===== src/rtl/bt_encoder_tx.sv =====
// Bluetooth HID return path: paint events are queued in a small FIFO, framed and sent 8N1 on tx.
// Build option: define CHECKSUM_EN to append an XOR checksum byte (B1^B2^B3) to every frame.
module bt_encoder_tx #(
    parameter int         CLK_FREQ   = 50000000,
    parameter int         BAUD_RATE  = 9600,
    parameter int         FIFO_DEPTH = 4,
    parameter logic [7:0] SYNC_BYTE  = 8'hAA
) (
    input  logic       clk,
    input  logic       reset,
    input  logic [2:0] in_cmd,
    input  logic [5:0] in_x,
    input  logic [5:0] in_y,
    input  logic       in_valid,
    output logic       in_ready,
    output logic       tx,
    output logic       busy,
    output logic       frame_done,
    output logic       drop_flag
);

    localparam int CLKS_PER_BIT = CLK_FREQ / BAUD_RATE;
    localparam int CW = (CLKS_PER_BIT > 1) ? $clog2(CLKS_PER_BIT) : 1;
    localparam int AW = (FIFO_DEPTH > 1) ? $clog2(FIFO_DEPTH) : 1;
`ifdef CHECKSUM_EN
    localparam logic [2:0] LAST = 3'd4;
`else
    localparam logic [2:0] LAST = 3'd3;
`endif
    localparam logic [CW-1:0] BIT_END  = CW'(CLKS_PER_BIT - 1);
    localparam logic [AW:0]   FULL_CNT = (AW+1)'(FIFO_DEPTH);
    localparam logic [AW:0]   ZERO_CNT = (AW+1)'(0);

    typedef enum logic [1:0] {
        IDLE  = 2'd0,
        START = 2'd1,
        DATA  = 2'd2,
        STOP  = 2'd3
    } state_t;

`ifdef CHECKSUM_EN
    function automatic logic [7:0] checksum(input logic [7:0] b1, input logic [7:0] b2,
                                            input logic [7:0] b3);
        return b1 ^ b2 ^ b3;
    endfunction
`endif

    // Event word layout is {cmd, x, y}; index 0 and anything unused map to the sync byte.
    function automatic logic [7:0] frame_byte(input logic [14:0] evt, input logic [2:0] idx);
        logic [7:0] b;
        case (idx)
            3'd1:    b = {5'b00000, evt[14:12]};
            3'd2:    b = {2'b00, evt[11:6]};
            3'd3:    b = {2'b00, evt[5:0]};
`ifdef CHECKSUM_EN
            3'd4:    b = checksum({5'b00000, evt[14:12]}, {2'b00, evt[11:6]}, {2'b00, evt[5:0]});
`endif
            default: b = SYNC_BYTE;
        endcase
        return b;
    endfunction

    logic [14:0]   mem_r [FIFO_DEPTH];
    logic [AW-1:0] wr_ptr_r, rd_ptr_r;
    logic [AW:0]   count_r, count_s;
    logic          push_s, pop_s;

    state_t        state_r, state_s;
    logic [CW-1:0] cnt_r, cnt_s;
    logic [2:0]    bit_idx_r, bit_idx_s;
    logic [2:0]    byte_idx_r, byte_idx_s;
    logic [7:0]    shift_r, shift_s;
    logic [14:0]   evt_r, evt_s;
    logic          done_s, tx_s, bit_end_s, fifo_avail_s;

    logic          tx_r, in_ready_r, busy_r, frame_done_r, drop_r;

    assign push_s       = in_valid & in_ready_r;
    assign fifo_avail_s = (count_r != ZERO_CNT);
    assign bit_end_s    = (cnt_r == BIT_END);

    // FIFO occupancy for the next cycle; a refused push never reaches this logic.
    always_comb begin
        count_s = count_r;
        if (push_s && !pop_s) begin
            count_s = count_r + (AW+1)'(1);
        end else if (!push_s && pop_s) begin
            count_s = count_r - (AW+1)'(1);
        end else begin
            count_s = count_r;
        end
    end

    // FIFO storage write port.
    always_ff @(posedge clk) begin
        if (push_s) begin
            mem_r[wr_ptr_r] <= {in_cmd, in_x, in_y};
        end
    end

    // Framing FSM: next state, bit/byte counters and the serial level for the next cycle.
    always_comb begin
        state_s    = state_r;
        cnt_s      = cnt_r;
        bit_idx_s  = bit_idx_r;
        byte_idx_s = byte_idx_r;
        shift_s    = shift_r;
        evt_s      = evt_r;
        pop_s      = 1'b0;
        done_s     = 1'b0;
        tx_s       = 1'b1;
        case (state_r)
            IDLE: begin
                tx_s = 1'b1;
                if (fifo_avail_s) begin
                    pop_s      = 1'b1;
                    evt_s      = mem_r[rd_ptr_r];
                    byte_idx_s = 3'd0;
                    shift_s    = SYNC_BYTE;
                    cnt_s      = '0;
                    state_s    = START;
                end else begin
                    state_s = IDLE;
                end
            end
            START: begin
                tx_s = 1'b0;
                if (bit_end_s) begin
                    cnt_s     = '0;
                    bit_idx_s = 3'd0;
                    state_s   = DATA;
                end else begin
                    cnt_s = cnt_r + CW'(1);
                end
            end
            DATA: begin
                tx_s = shift_r[0];
                if (bit_end_s) begin
                    cnt_s   = '0;
                    shift_s = {1'b0, shift_r[7:1]};
                    if (bit_idx_r == 3'd7) begin
                        state_s = STOP;
                    end else begin
                        bit_idx_s = bit_idx_r + 3'd1;
                    end
                end else begin
                    cnt_s = cnt_r + CW'(1);
                end
            end
            STOP: begin
                tx_s = 1'b1;
                if (bit_end_s) begin
                    cnt_s = '0;
                    if (byte_idx_r == LAST) begin
                        done_s = 1'b1;
                        // Chain straight into the next frame so no idle bit appears between frames.
                        if (fifo_avail_s) begin
                            pop_s      = 1'b1;
                            evt_s      = mem_r[rd_ptr_r];
                            byte_idx_s = 3'd0;
                            shift_s    = SYNC_BYTE;
                            state_s    = START;
                        end else begin
                            state_s = IDLE;
                        end
                    end else begin
                        byte_idx_s = byte_idx_r + 3'd1;
                        shift_s    = frame_byte(evt_r, byte_idx_r + 3'd1);
                        state_s    = START;
                    end
                end else begin
                    cnt_s = cnt_r + CW'(1);
                end
            end
            default: begin
                state_s = IDLE;
            end
        endcase
    end

    // State, FIFO pointers and registered outputs.
    always_ff @(posedge clk) begin
        if (reset) begin
            state_r      <= IDLE;
            cnt_r        <= '0;
            bit_idx_r    <= 3'd0;
            byte_idx_r   <= 3'd0;
            shift_r      <= 8'h00;
            evt_r        <= 15'h0000;
            wr_ptr_r     <= '0;
            rd_ptr_r     <= '0;
            count_r      <= ZERO_CNT;
            tx_r         <= 1'b1;
            in_ready_r   <= 1'b1;
            busy_r       <= 1'b0;
            frame_done_r <= 1'b0;
            drop_r       <= 1'b0;
        end else begin
            state_r      <= state_s;
            cnt_r        <= cnt_s;
            bit_idx_r    <= bit_idx_s;
            byte_idx_r   <= byte_idx_s;
            shift_r      <= shift_s;
            evt_r        <= evt_s;
            wr_ptr_r     <= push_s ? wr_ptr_r + AW'(1) : wr_ptr_r;
            rd_ptr_r     <= pop_s ? rd_ptr_r + AW'(1) : rd_ptr_r;
            count_r      <= count_s;
            tx_r         <= tx_s;
            in_ready_r   <= (count_s != FULL_CNT);
            busy_r       <= fifo_avail_s || (state_r != IDLE);
            frame_done_r <= done_s;
            drop_r       <= drop_r | (in_valid & ~in_ready_r);
        end
    end

    assign tx         = tx_r;
    assign in_ready   = in_ready_r;
    assign busy       = busy_r;
    assign frame_done = frame_done_r;
    assign drop_flag  = drop_r;

endmodule

===== config.mk =====
export PLATFORM = sky130hd
export DESIGN_NAME = bt_encoder_tx
export DESIGN_NICKNAME = d
export VERILOG_FILES = /design/src/rtl/bt_encoder_tx.sv
export SDC_FILE = /design/constraint.sdc
export NUM_CORES = 1
export LEC_CHECK = 0
export BUFFER_PORTS_ARGS = -buffer_cell sky130_fd_sc_hd__buf_2
export CORE_MARGIN = 2
export CORE_UTILIZATION = 50
export CTS_BUF_LIST = sky130_fd_sc_hd__clkbuf_16
export DETAILED_ROUTE_END_ITERATION = 8
export GPL_TIMING_DRIVEN = 0
export MAX_ROUTING_LAYER = met4
export PLACE_DENSITY_LB_ADDON = 0.25
export SETUP_SLACK_MARGIN = 0.15
export SLEW_MARGIN = 10
export SYNTH_ARGS = -nofsm -noshare
export SYNTH_HDL_FRONTEND = slang
export SYNTH_SLANG_ARGS = --single-unit

===== constraint.sdc =====
create_clock -name clk -period 2.8 [get_ports clk]
set_clock_uncertainty 0.05 [all_clocks]
set_input_delay 0.14 -clock clk [delete_from_list [all_inputs] [get_ports clk]]
set_output_delay 0.14 -clock clk [all_outputs]
set_load 0.02 [all_outputs]

==> summary.txt, run 1 <==
==========================================================================================
Fin worst setup slack                                                            0.5314 ns
Final worst hold slack                                                           0.1634 ns
Share of the cycle needed by the critical path after routing                        81.02%
Achievable Freq                                                                  440.8 MHz
CP arrival                                                                         2.50 ns
Fraction of final layout cells sized beyond drive strength 1                        19.68%
Combinational group share of total power                                             30.9%
Initial cell density of the core                                                    51.34%
Grt ovf                                                                                  0
Most instantiated library cell after synthesis                                sky130_fd_sc_hd__edfxtp_1
Wire length reported by the detailed router                                       10.13 mm
Top-Level Pins                                                                          23
Top FF cell, synth                                                            sky130_fd_sc_hd__edfxtp_1
Placed wire-length estimate after detailed placement                              6.689 mm
Worst R2R Path Depth                                                                     7
Flip-flop and latch area                                                      0.002963 sq mm
Detailed-routing iteration count for the pre-antenna-repair pass                         8
Post-synth top area cell                                                      sky130_fd_sc_hd__edfxtp_1
Critical path class                                                           register to register
Aggregate global-route resource usage                                               20.69%
Crit path capture type                                                            register
Via density                                                                          5.438
Setup bufs post-CTS                                                                      0
Total negative setup slack                                                            0 ns
Mean cell area of the mapped netlist                                           12.24 sq um
Leading cell types by count after synthesis                                   sky130_fd_sc_hd__edfxtp_1, sky130_fd_sc_hd__dfxtp_1, sky130_fd_sc_hd__nand2_1
Number of placement rows                                                                37
Relative area change from synthesis to final layout                                 18.93%
Sequential element share of the synthesized area                                    55.90%
Classification of the worst-slack hold path                                   input pin to register
Maximum number of pins on one net before global-route repair                            17
EDFF count, synth                                                                       60
Vias in the first global route                                                       3,527
Global-route wire length before repair                                            17.24 mm
Net count of the mapped netlist                                                        472
Number of nets still failing antenna checks after routing                                0
Internal power component                                                          4.150 mW
Reg2reg end                                                                   in_ready$_SDFF_PP1_
TritonCTS clock tree                                                                   yes
Switching fraction of total power                                                   33.09%
# DRC                                                                                    0
Post-synthesis cell count                                                              433
Flop pwr share                                                                       36.9%
Area of the core region                                                       0.01032 sq mm
Area after DPL                                                                0.005580 sq mm
Worst min-delay path endpoint                                                 cnt_r[8]$_SDFFE_PP0P_
Endpoints failing setup                                                                  0
Static leakage                                                                    2.271 nW
Status                                                                        finished clean
Transition at the pin with the smallest max-transition slack                     0.8378 ns
Core Util, Final                                                                    61.06%
Clock network fraction of design power                                               32.2%
Area of the die                                                               0.01144 sq mm
Ys Warns                                                                                 0
Multi-input logic area                                                        0.002211 sq mm
Number of storage elements in the synthesis netlist                                    118
Crit path launch type                                                             register
Origin of the critical flop-to-flop path                                      state_r[0]$_SDFFE_PP0P_
Top cells by area, synth                                                      sky130_fd_sc_hd__edfxtp_1, sky130_fd_sc_hd__dfxtp_1, sky130_fd_sc_hd__mux4_2, sky130_fd_sc_hd__ha_1, sky130_fd_sc_hd__nand2_1
Final net count                                                                        529
Global placement routability congestion                                             0.8680
Clock edge transition at the registers on the reported setup and hold paths        0.05 ns
Chip width                                                                        107.0 um
Max H-tree Level                                                                         4
DIE HEIGHT                                                                        107.0 um
Initial antenna violation count                                                          0
Worst setup slack for register-to-register paths                                   0.53 ns
Tmin final                                                                        2.269 ns
Diode count                                                                              0
Number of CTS-inserted buffers                                                          17
Post-synthesis cell type count                                                          67
RSZ-0062 raised after global routing                                                    no
Source-to-sink clock delay at the later pin of the worst-skew pair                 0.42 ns
Clk sink count                                                                         118
Maximum buffer depth of the clock tree                                                   2
Count of input and output buffers                                                       22
P_sw                                                                              2.052 mW
Count of endpoints failing hold in the final timing report                               0
Worst path required time                                                           3.03 ns
Share of Yosys cell area claimed by the top area cell type                          33.99%
Wire per inst                                                                     15.86 um
Highest ir drop seen on vdd                                                      0.6875 mV
Fillers                                                                                806
CTS root buf                                                                  sky130_fd_sc_hd__clkbuf_16
Total via count in the routed design                                                 3,475
Max-slew headroom                                                                   44.15%
Pwr dens                                                                      984.0 mW/mm^2
Maxcap violations                                                                        0
Minimum setup slack after placement                                              0.5481 ns
Design area                                                                   0.006304 sq mm
Hold Path Stages                                                                         3
Netlist Area Pre-Place                                                        0.005300 sq mm
Highest fanout seen on the critical path                                                10
Final slew viol count                                                                    0
1st-iter DRT viols                                                                     264
Share of synthesized flip-flops with an asynchronous set or reset                       0%
Startpoint of the most critical hold path                                            reset
==========================================================================================
-- per-stage QoR --
| step | total power [mW] | std cells |
|---|---|---|
| after floorplan | 3.773 | 433 |
| after global placement | 4.169 | 591 |
| after detailed placement | 4.211 | 591 |
| after CTS | 6.244 | 639 |
| after global routing | 6.582 | 639 |
| final | 6.203 | 639 |
-- power by group through the flow --
stage	combinational [mW]	sequential [mW]	clock (mW)
6_report	1.91	2.29	2.00
5_1_grt	2.13	2.33	2.12
4_1_cts	1.92	2.29	2.03
3_5_place_dp	1.88	2.33	0
3_3_place_gp	1.86	2.31	0
2_1_floorplan	1.47	2.30	0
-- worst max-delay path, stage by stage (launching register included) --
cell	delay, ns
sky130_fd_sc_hd__dfxtp_1	0.45
sky130_fd_sc_hd__inv_1	0.12
sky130_fd_sc_hd__ha_1	0.35
sky130_fd_sc_hd__clkbuf_1	0.27
sky130_fd_sc_hd__nor4b_2	0.33
sky130_fd_sc_hd__mux2i_1	0.12
sky130_fd_sc_hd__a211oi_1	0.30
sky130_fd_sc_hd__o22ai_1	0.14
-- layout make-up --
cell class / instances / share of cell area (%)
sequential: 118 / 47.00
multi-input combinational: 284 / 35.07
clock buffer: 17 / 6.749
timing repair buffer: 38 / 4.287
tap: 136 / 2.699
clock inverter: 15 / 2.084
buffer: 17 / 1.270
inverter: 14 / 0.8337
-- timing repair --
item / CTS / global route
resized for setup: 0 / 1
hold endpoints to repair: 61 / 0
endpoints found under the setup margin: 0 / 1
hold buffers: 16 / 0
-- cells in the final DEF (no fill, tap or decap), drive strengths merged, types with 3 or more instances in the layout --
master / count
a211oi: 4
a21oi: 28
a222oi: 3
a22o: 5
and2: 3
and3: 6
and4bb: 3
buf: 29
clkbuf: 27
clkinv: 9
dfxtp: 58
dlygate4sd3: 16
edfxtp: 60
ha: 21
inv: 17
mux2i: 6
mux4: 15
nand2: 48
nand2b: 6
nand3: 11
nand3b: 3
nand4: 3
nor2: 40
nor2b: 3
nor3: 6
nor3b: 3
nor4: 3
o21ai: 14
or2: 4
xnor2: 10
xor2: 3
-- cells by family after synthesis --
| group | share of synthesized area, % |
|---|---|
| simple gates | 15.37 |
| buf+inv | 2.502 |
| compound gates | 10.55 |
| flops | 55.90 |
| mux | 7.956 |
| xor+xnor | 2.573 |
| fa+ha+maj | 5.146 |
-- metal layers --
layer | wire (um) | vias up | global-route usage [%]
li1 | - | 1719 | -
met1 | 4660 | 1652 | 25.45
met2 | 4848 | 89 | 32.35
met3 | 473 | 15 | 5.653
met4 | 150 | 0 | 8.905
met5 | 0 | - | -
-- registers in the layout, summed over array words and instances, names as in the netlist, 2 cells and up, named ones only --
name        flops
byte_idx_r      3
cnt_r          13
wr_ptr_r        2
mem_r          60
state_r         2
bit_idx_r       3
shift_r         8
rd_ptr_r        2
count_r         3
evt_r          15
-- worst max path at each step --
| stage | end | from | slack (ns) |
|---|---|---|---|
| floorplan | cnt_r[8]$_SDFFE_PP0P_ | state_r[1]$_SDFFE_PP0P_ | 0.76 |
| global placement | in_ready$_SDFF_PP1_ | state_r[1]$_SDFFE_PP0P_ | 0.60 |
| detailed placement | in_ready$_SDFF_PP1_ | state_r[0]$_SDFFE_PP0P_ | 0.55 |
| CTS | in_ready$_SDFF_PP1_ | state_r[0]$_SDFFE_PP0P_ | 0.51 |
| global route | in_ready$_SDFF_PP1_ | state_r[0]$_SDFFE_PP0P_ | 0.24 |
| finish | in_ready$_SDFF_PP1_ | state_r[0]$_SDFFE_PP0P_ | 0.53 |
Power figures use the tool's default switching activity.
==> inputs of run 2 (changes only) <==
==> constraint.sdc (replaced) <==
create_clock -name clk -period 1.9 [get_ports clk]
set_clock_uncertainty 0.05 [all_clocks]
set_input_delay 0.095 -clock clk [delete_from_list [all_inputs] [get_ports clk]]
set_output_delay 0.095 -clock clk [all_outputs]
set_load 0.02 [all_outputs]
==> summary.txt, run 2 (synthesized netlist as in run 1, its figures left out) <==
==========================================================================================
Maxcap violations                                                                        0
Relative area change from synthesis to final layout                                 31.37%
Max-slew headroom                                                                   48.33%
Worst setup slack for register-to-register paths                                   0.06 ns
Total via count in the routed design                                                 3,686
Classification of the worst-slack hold path                                   input pin to register
Crit path capture type                                                            register
Highest ir drop seen on vdd                                                      0.9442 mV
Placed Cells                                                                           591
Placed wire-length estimate after detailed placement                              6.954 mm
Vias in the first global route                                                       3,886
Area of the core region                                                       0.01032 sq mm
Via density                                                                          5.501
Pwr dens                                                                      1540 mW/mm^2
Achievable Freq                                                                  543.5 MHz
Post-route insts no fill                                                               670
Tmin final                                                                        1.840 ns
Maximum buffer depth of the clock tree                                                   2
CTS root buf                                                                  sky130_fd_sc_hd__clkbuf_16
Source-to-sink clock delay at the later pin of the worst-skew pair                 0.43 ns
Area of the die                                                               0.01144 sq mm
Clock edge transition at the registers on the reported setup and hold paths        0.06 ns
RSZ-0062 raised after global routing                                                   yes
Reg2reg end                                                                   cnt_r[8]$_SDFFE_PP0P_
Met1 Resource Use GR                                                                26.91%
Fraction of final layout cells sized beyond drive strength 1                        35.77%
Critical path class                                                           register to register
Worst path required time                                                           2.21 ns
Worst min-delay path endpoint                                                 cnt_r[8]$_SDFFE_PP0P_
Final worst hold slack                                                           0.1123 ns
Total negative setup slack                                                            0 ns
Fin worst setup slack                                                           0.06006 ns
Worst R2R Path Depth                                                                     8
Status                                                                        finished clean
DIE HEIGHT                                                                        107.0 um
CP arrival                                                                         2.15 ns
Count of input and output buffers                                                       22
Highest fanout seen on the critical path                                                 7
TritonCTS clock tree                                                                   yes
Met2 usage in global routing                                                        38.85%
Flip-flop and latch area                                                      0.002990 sq mm
Met3 Track Usage GR                                                                 7.477%
Critical path cell sequence                                                   inv_4 -> ha_4 -> buf_6 -> nand3b_4 -> nand4_4 -> or2_1 -> or4b_1 -> a21oi_2
Fillers                                                                                716
Clk sink count                                                                         118
Leading cell type in the layout, fill and taps excluded                       sky130_fd_sc_hd__edfxtp_1
Hold Path Stages                                                                         3
Initial cell density of the core                                                    51.34%
Multi-input logic area                                                        0.002462 sq mm
Top-Level Pins                                                                          23
Flip-flop count of the largest register after layout                                    60
Final net count                                                                        560
Diode count                                                                              0
Max H-tree Level                                                                         4
Chip width                                                                        107.0 um
Cell type of the slowest stage on the worst timing path                       sky130_fd_sc_hd__or4b_1
Final slew viol count                                                                    0
Slowest stage delay, CP                                                            0.48 ns
Global-route wire length before repair                                            19.35 mm
Aggregate global-route resource usage                                               23.34%
Commonest non-fill, non-tap cells in the layout                               sky130_fd_sc_hd__edfxtp_1, sky130_fd_sc_hd__dfxtp_1, sky130_fd_sc_hd__nand2_1
Area after DPL                                                                0.005649 sq mm
Number of placement rows                                                                37
Maximum number of pins on one net before global-route repair                            17
Transition at the pin with the smallest max-transition slack                     0.7751 ns
Crit path launch type                                                             register
Number of nets still failing antenna checks after routing                                0
Count of endpoints failing hold in the final timing report                               0
Origin of the critical flop-to-flop path                                      state_r[1]$_SDFFE_PP0P_
Wire per inst                                                                     17.83 um
Share of the cycle needed by the critical path after routing                        96.84%
Number of CTS-inserted buffers                                                          17
1st-iter DRT viols                                                                     184
Design area                                                                   0.006963 sq mm
Register name with the most flops                                                    mem_r
Largest registers ranked by flip-flop count                                   mem_r (60), evt_r (15), cnt_r (13)
# DRC                                                                                    0
Startpoint of the most critical hold path                                            reset
Static leakage                                                                    2.553 nW
Minimum setup slack after placement                                            -0.08405 ns
Busiest metal layer after global routing                                              met2
Initial antenna violation count                                                          0
Detailed-routing iteration count for the pre-antenna-repair pass                         5
Global placement routability congestion                                             0.9005
Grt ovf                                                                                  0
Endpoints failing setup                                                                  0
Wire length reported by the detailed router                                       11.95 mm
==========================================================================================
==> run 2: worst max path at each step <==
stage / from / endpoint / slack, ns / depth (start not counted)
floorplan: state_r[0]$_SDFFE_PP0P_ / cnt_r[8]$_SDFFE_PP0P_ / 0.07 / 8
global placement: state_r[0]$_SDFFE_PP0P_ / cnt_r[8]$_SDFFE_PP0P_ / -0.04 / 8
detailed placement: state_r[0]$_SDFFE_PP0P_ / cnt_r[8]$_SDFFE_PP0P_ / -0.08 / 8
CTS: state_r[0]$_SDFFE_PP0P_ / cnt_r[8]$_SDFFE_PP0P_ / 0.06 / 8
global route: byte_idx_r[0]$_SDFFE_PP0P_ / count_r[0]$_SDFF_PP0_ / -0.006 / 8
finish: state_r[1]$_SDFFE_PP0P_ / cnt_r[8]$_SDFFE_PP0P_ / 0.06 / 8
==> run 2: metrics by stage <==
step                power, mW  util [%]
floorplan               5.690         -
detailed placement      6.358     54.72
finish                  10.73     67.45
CTS                     10.52     65.65
global placement        6.279     54.72
global route            11.26     67.45
==> run 2: worst max-delay path: cells and delay by family (launching register included) <==
| kind | cells | cell delay, ns |
|---|---|---|
| and+or+nand+nor | 4 | 0.90 |
| DFF | 1 | 0.37 |
| buffers and inverters | 2 | 0.18 |
| adders and majority gates | 1 | 0.15 |
| AOI/OAI and AO/OA | 1 | 0.12 |
==> run 2: what timing repair did <==
action | 4_1_cts | 5_1_grt
hold buffers | 16 | 0
setup endpoints to repair | 61 | 81
gates cloned | 1 | 0
buffers inserted | 21 | 9
endpoints found under the hold margin | 61 | 0
pin swaps | 17 | 11
resized for setup | 53 | 31
==> run 2: cell type report <==
cell class | count | area share [%]
repair buffers | 69 | 7.889
clock inverters | 15 | 2.624
inverters | 14 | 0.8266
multi-input cells | 284 | 35.36
well taps | 136 | 2.444
plain buffers | 17 | 1.797
flip-flops and latches | 118 | 42.95
clock buffers | 17 | 6.110
==> run 2: power breakdown <==
group	total (mW)	internal, mW	switching (mW)	leakage (nW)
logic	3.99	1.94	2.05	1.23
clock network	3.32	1.99	1.33	0.298
registers	3.41	3.14	0.266	1.03
total	10.7	7.08	3.65	2.55
==> run 2: layer usage <==
metal,vias up,part of all wire [%]
met5,-,0
met4,0,1.7
met3,19,4.1
met2,92,53
met1,1802,42
li1,1773,-
==> inputs of run 3 (changes only) <==
--- a/config.mk
+++ b/config.mk
@@ -10,7 +10,6 @@
 export CORE_UTILIZATION = 50
 export CTS_BUF_LIST = sky130_fd_sc_hd__clkbuf_16
 export DETAILED_ROUTE_END_ITERATION = 8
-export GPL_TIMING_DRIVEN = 0
 export MAX_ROUTING_LAYER = met4
 export PLACE_DENSITY_LB_ADDON = 0.25
 export SETUP_SLACK_MARGIN = 0.15
==> summary.txt, run 3 (synthesized netlist as in run 1, its figures left out) <==
==========================================================================================
Max-slew headroom                                                                   64.14%
Area of the die                                                               0.01144 sq mm
Chip width                                                                        107.0 um
CP arrival                                                                         2.11 ns
Top-Level Pins                                                                          23
Length of routed wiring on met1                                                   4.907 mm
Count of input and output buffers                                                       22
Relative area change from synthesis to final layout                                 31.89%
Critical path cell sequence                                                   inv_4 -> ha_4 -> nand3b_4 -> nand4_4 -> or2_1 -> or4b_4 -> a21oi_2
Fraction of final layout cells sized beyond drive strength 1                        37.69%
Fillers                                                                                698
Vias in the first global route                                                       3,809
DIE HEIGHT                                                                        107.0 um
Count of buffer and inverter cells on the critical path                                  1
Transition at the pin with the smallest max-transition slack                     0.5379 ns
Tmin final                                                                        1.805 ns
Flip-flop count of the largest register after layout                                    60
Maxcap violations                                                                        0
Commonest non-fill, non-tap cells in the layout                               sky130_fd_sc_hd__edfxtp_1, sky130_fd_sc_hd__dfxtp_1, sky130_fd_sc_hd__buf_4
Number of placement rows                                                                37
Status                                                                        finished clean
Share of the cycle needed by the critical path after routing                        95.01%
Flip-flop and latch area                                                      0.002985 sq mm
Total negative setup slack                                                            0 ns
Aggregate global-route resource usage                                               22.26%
Largest registers ranked by flip-flop count                                   mem_r (60), evt_r (15), cnt_r (13)
Initial cell density of the core                                                    51.34%
Diode count                                                                              0
Classification of the worst-slack hold path                                   input pin to register
Static leakage                                                                    2.543 nW
Critical path class                                                           register to register
Uppermost metal layer occupied by signal nets                                         met4
Achievable Freq                                                                  554.0 MHz
Number of CTS-inserted buffers                                                          17
Total via count in the routed design                                                 3,696
Final worst hold slack                                                          0.09682 ns
Area of the core region                                                       0.01032 sq mm
Wire per inst                                                                     17.24 um
Crit path launch type                                                             register
Grt ovf                                                                                  0
CTS root buf                                                                  sky130_fd_sc_hd__clkbuf_16
Endpoints failing setup                                                                  0
# DRC                                                                                    0
Multi-input logic area                                                        0.002491 sq mm
Maximum buffer depth of the clock tree                                                   2
Max H-tree Level                                                                         4
Pwr dens                                                                      1500 mW/mm^2
Leading cell type in the layout, fill and taps excluded                       sky130_fd_sc_hd__edfxtp_1
Register name with the most flops                                                    mem_r
TritonCTS clock tree                                                                   yes
Initial antenna violation count                                                          0
Global placement routability congestion                                             0.8432
Detailed-routing iteration count for the pre-antenna-repair pass                         4
Length of routed met3 wiring                                                        434 um
Via density                                                                          5.500
Slowest stage delay, CP                                                            0.54 ns
1st-iter DRT viols                                                                     206
Clk sink count                                                                         118
Clock edge transition at the registers on the reported setup and hold paths        0.06 ns
Worst path required time                                                           2.20 ns
Final slew viol count                                                                    0
Crit path capture type                                                            register
Global-route wire length before repair                                            18.67 mm
Count of endpoints failing hold in the final timing report                               0
Maximum number of pins on one net before global-route repair                            24
Number of nets still failing antenna checks after routing                                0
Source-to-sink clock delay at the later pin of the worst-skew pair                 0.42 ns
Placed wire-length estimate after detailed placement                              6.657 mm
Wire length reported by the detailed router                                       11.58 mm
RSZ-0062 raised after global routing                                                   yes
Cell type of the slowest stage on the worst timing path                       sky130_fd_sc_hd__or4b_4
Final net count                                                                        562
Routed wl met2                                                                    6.009 mm
Crit-path leading delay family                                                simple AND/OR/NAND/NOR gates
Highest ir drop seen on vdd                                                      0.9130 mV
Highest fanout seen on the critical path                                                 5
==========================================================================================
run 3: cell count changes in the layout (fill, tap and decap cells not counted), moves of 3 or more:
| cell | delta |
|---|---|
| sky130_fd_sc_hd__buf_6 | -13 |
| sky130_fd_sc_hd__a21oi_2 | +5 |
| sky130_fd_sc_hd__a21oi_1 | -5 |
| sky130_fd_sc_hd__inv_8 | -4 |
| sky130_fd_sc_hd__buf_4 | +22 |
| sky130_fd_sc_hd__clkbuf_1 | -4 |
| sky130_fd_sc_hd__clkbuf_2 | -3 |
| sky130_fd_sc_hd__buf_12 | +3 |
| sky130_fd_sc_hd__clkinv_4 | +3 |
run 3: through the flow:
stage | utilization, % | cells | instance area, sq um | worst slack [ns] | power, mW
final | 67.71 | 672 | 6990 | 0.09483 | 10.49
after global routing | 67.71 | 672 | 6990 | 0.03293 | 11.03
after CTS | 65.23 | 663 | 6734 | 0.1447 | 9.905
after detailed placement | 56.13 | 601 | 5794 | 0.008286 | 6.412
after global placement | 56.13 | 601 | 5794 | 0.04963 | 6.345
after floorplan | - | 433 | 5369 | 0.07392 | 5.690
run 3: layout make-up:
cell class              instances  area share, %
multi-input cells             284          35.64
well taps                     136          2.434
flip-flops and latches        118          42.71
clock inverters                15          2.058
inverters                      14         0.8233
clock buffers                  17          6.086
repair buffers                 88          10.26
run 3: timing repair:
item                                    4_1_cts  5_1_grt
buffers inserted                             14        8
gates resized for setup                      23       46
pin swaps                                    12       38
gates cloned                                  0        1
hold endpoints to repair                     61        0
hold buffers                                 16        0
endpoints found under the setup margin       43       45
run 3: final timing paths:
kind	startpoint	to	slack, ns	cells after the start
setup / recovery	state_r[1]$_SDFFE_PP0P_	cnt_r[8]$_SDFFE_PP0P_	0.09	7
hold / removal	reset	bit_idx_r[0]$_SDFFE_PP0P_	0.1	2
setup reg to reg	state_r[1]$_SDFFE_PP0P_	cnt_r[8]$_SDFFE_PP0P_	0.09	7
hold reg to reg	evt_r[8]$_SDFFE_PP0P_	evt_r[8]$_SDFFE_PP0P_	0.41	2
run 3: report_power, final:
| group | internal, mW | switching, mW | total [mW] |
|---|---|---|---|
| Combinational | 1.93 | 2.02 | 3.95 |
| Sequential | 3.14 | 0.296 | 3.43 |
| Clock | 1.83 | 1.27 | 3.10 |
run 3: layer usage:
metal,vias to the layer above,GRT usage (%)
li1,1782,-
met1,1821,26.24
met2,73,36.21
met3,20,5.471
met4,0,10.30
met5,-,-
run 3: worst reg2reg max path, delay by kind of cell, from the launching register on:
family	cells	cell delay, ns
simple gates	4	0.97
flops	1	0.38
fa+ha+maj	1	0.18
compound gates	1	0.12
buf+inv	1	0.06
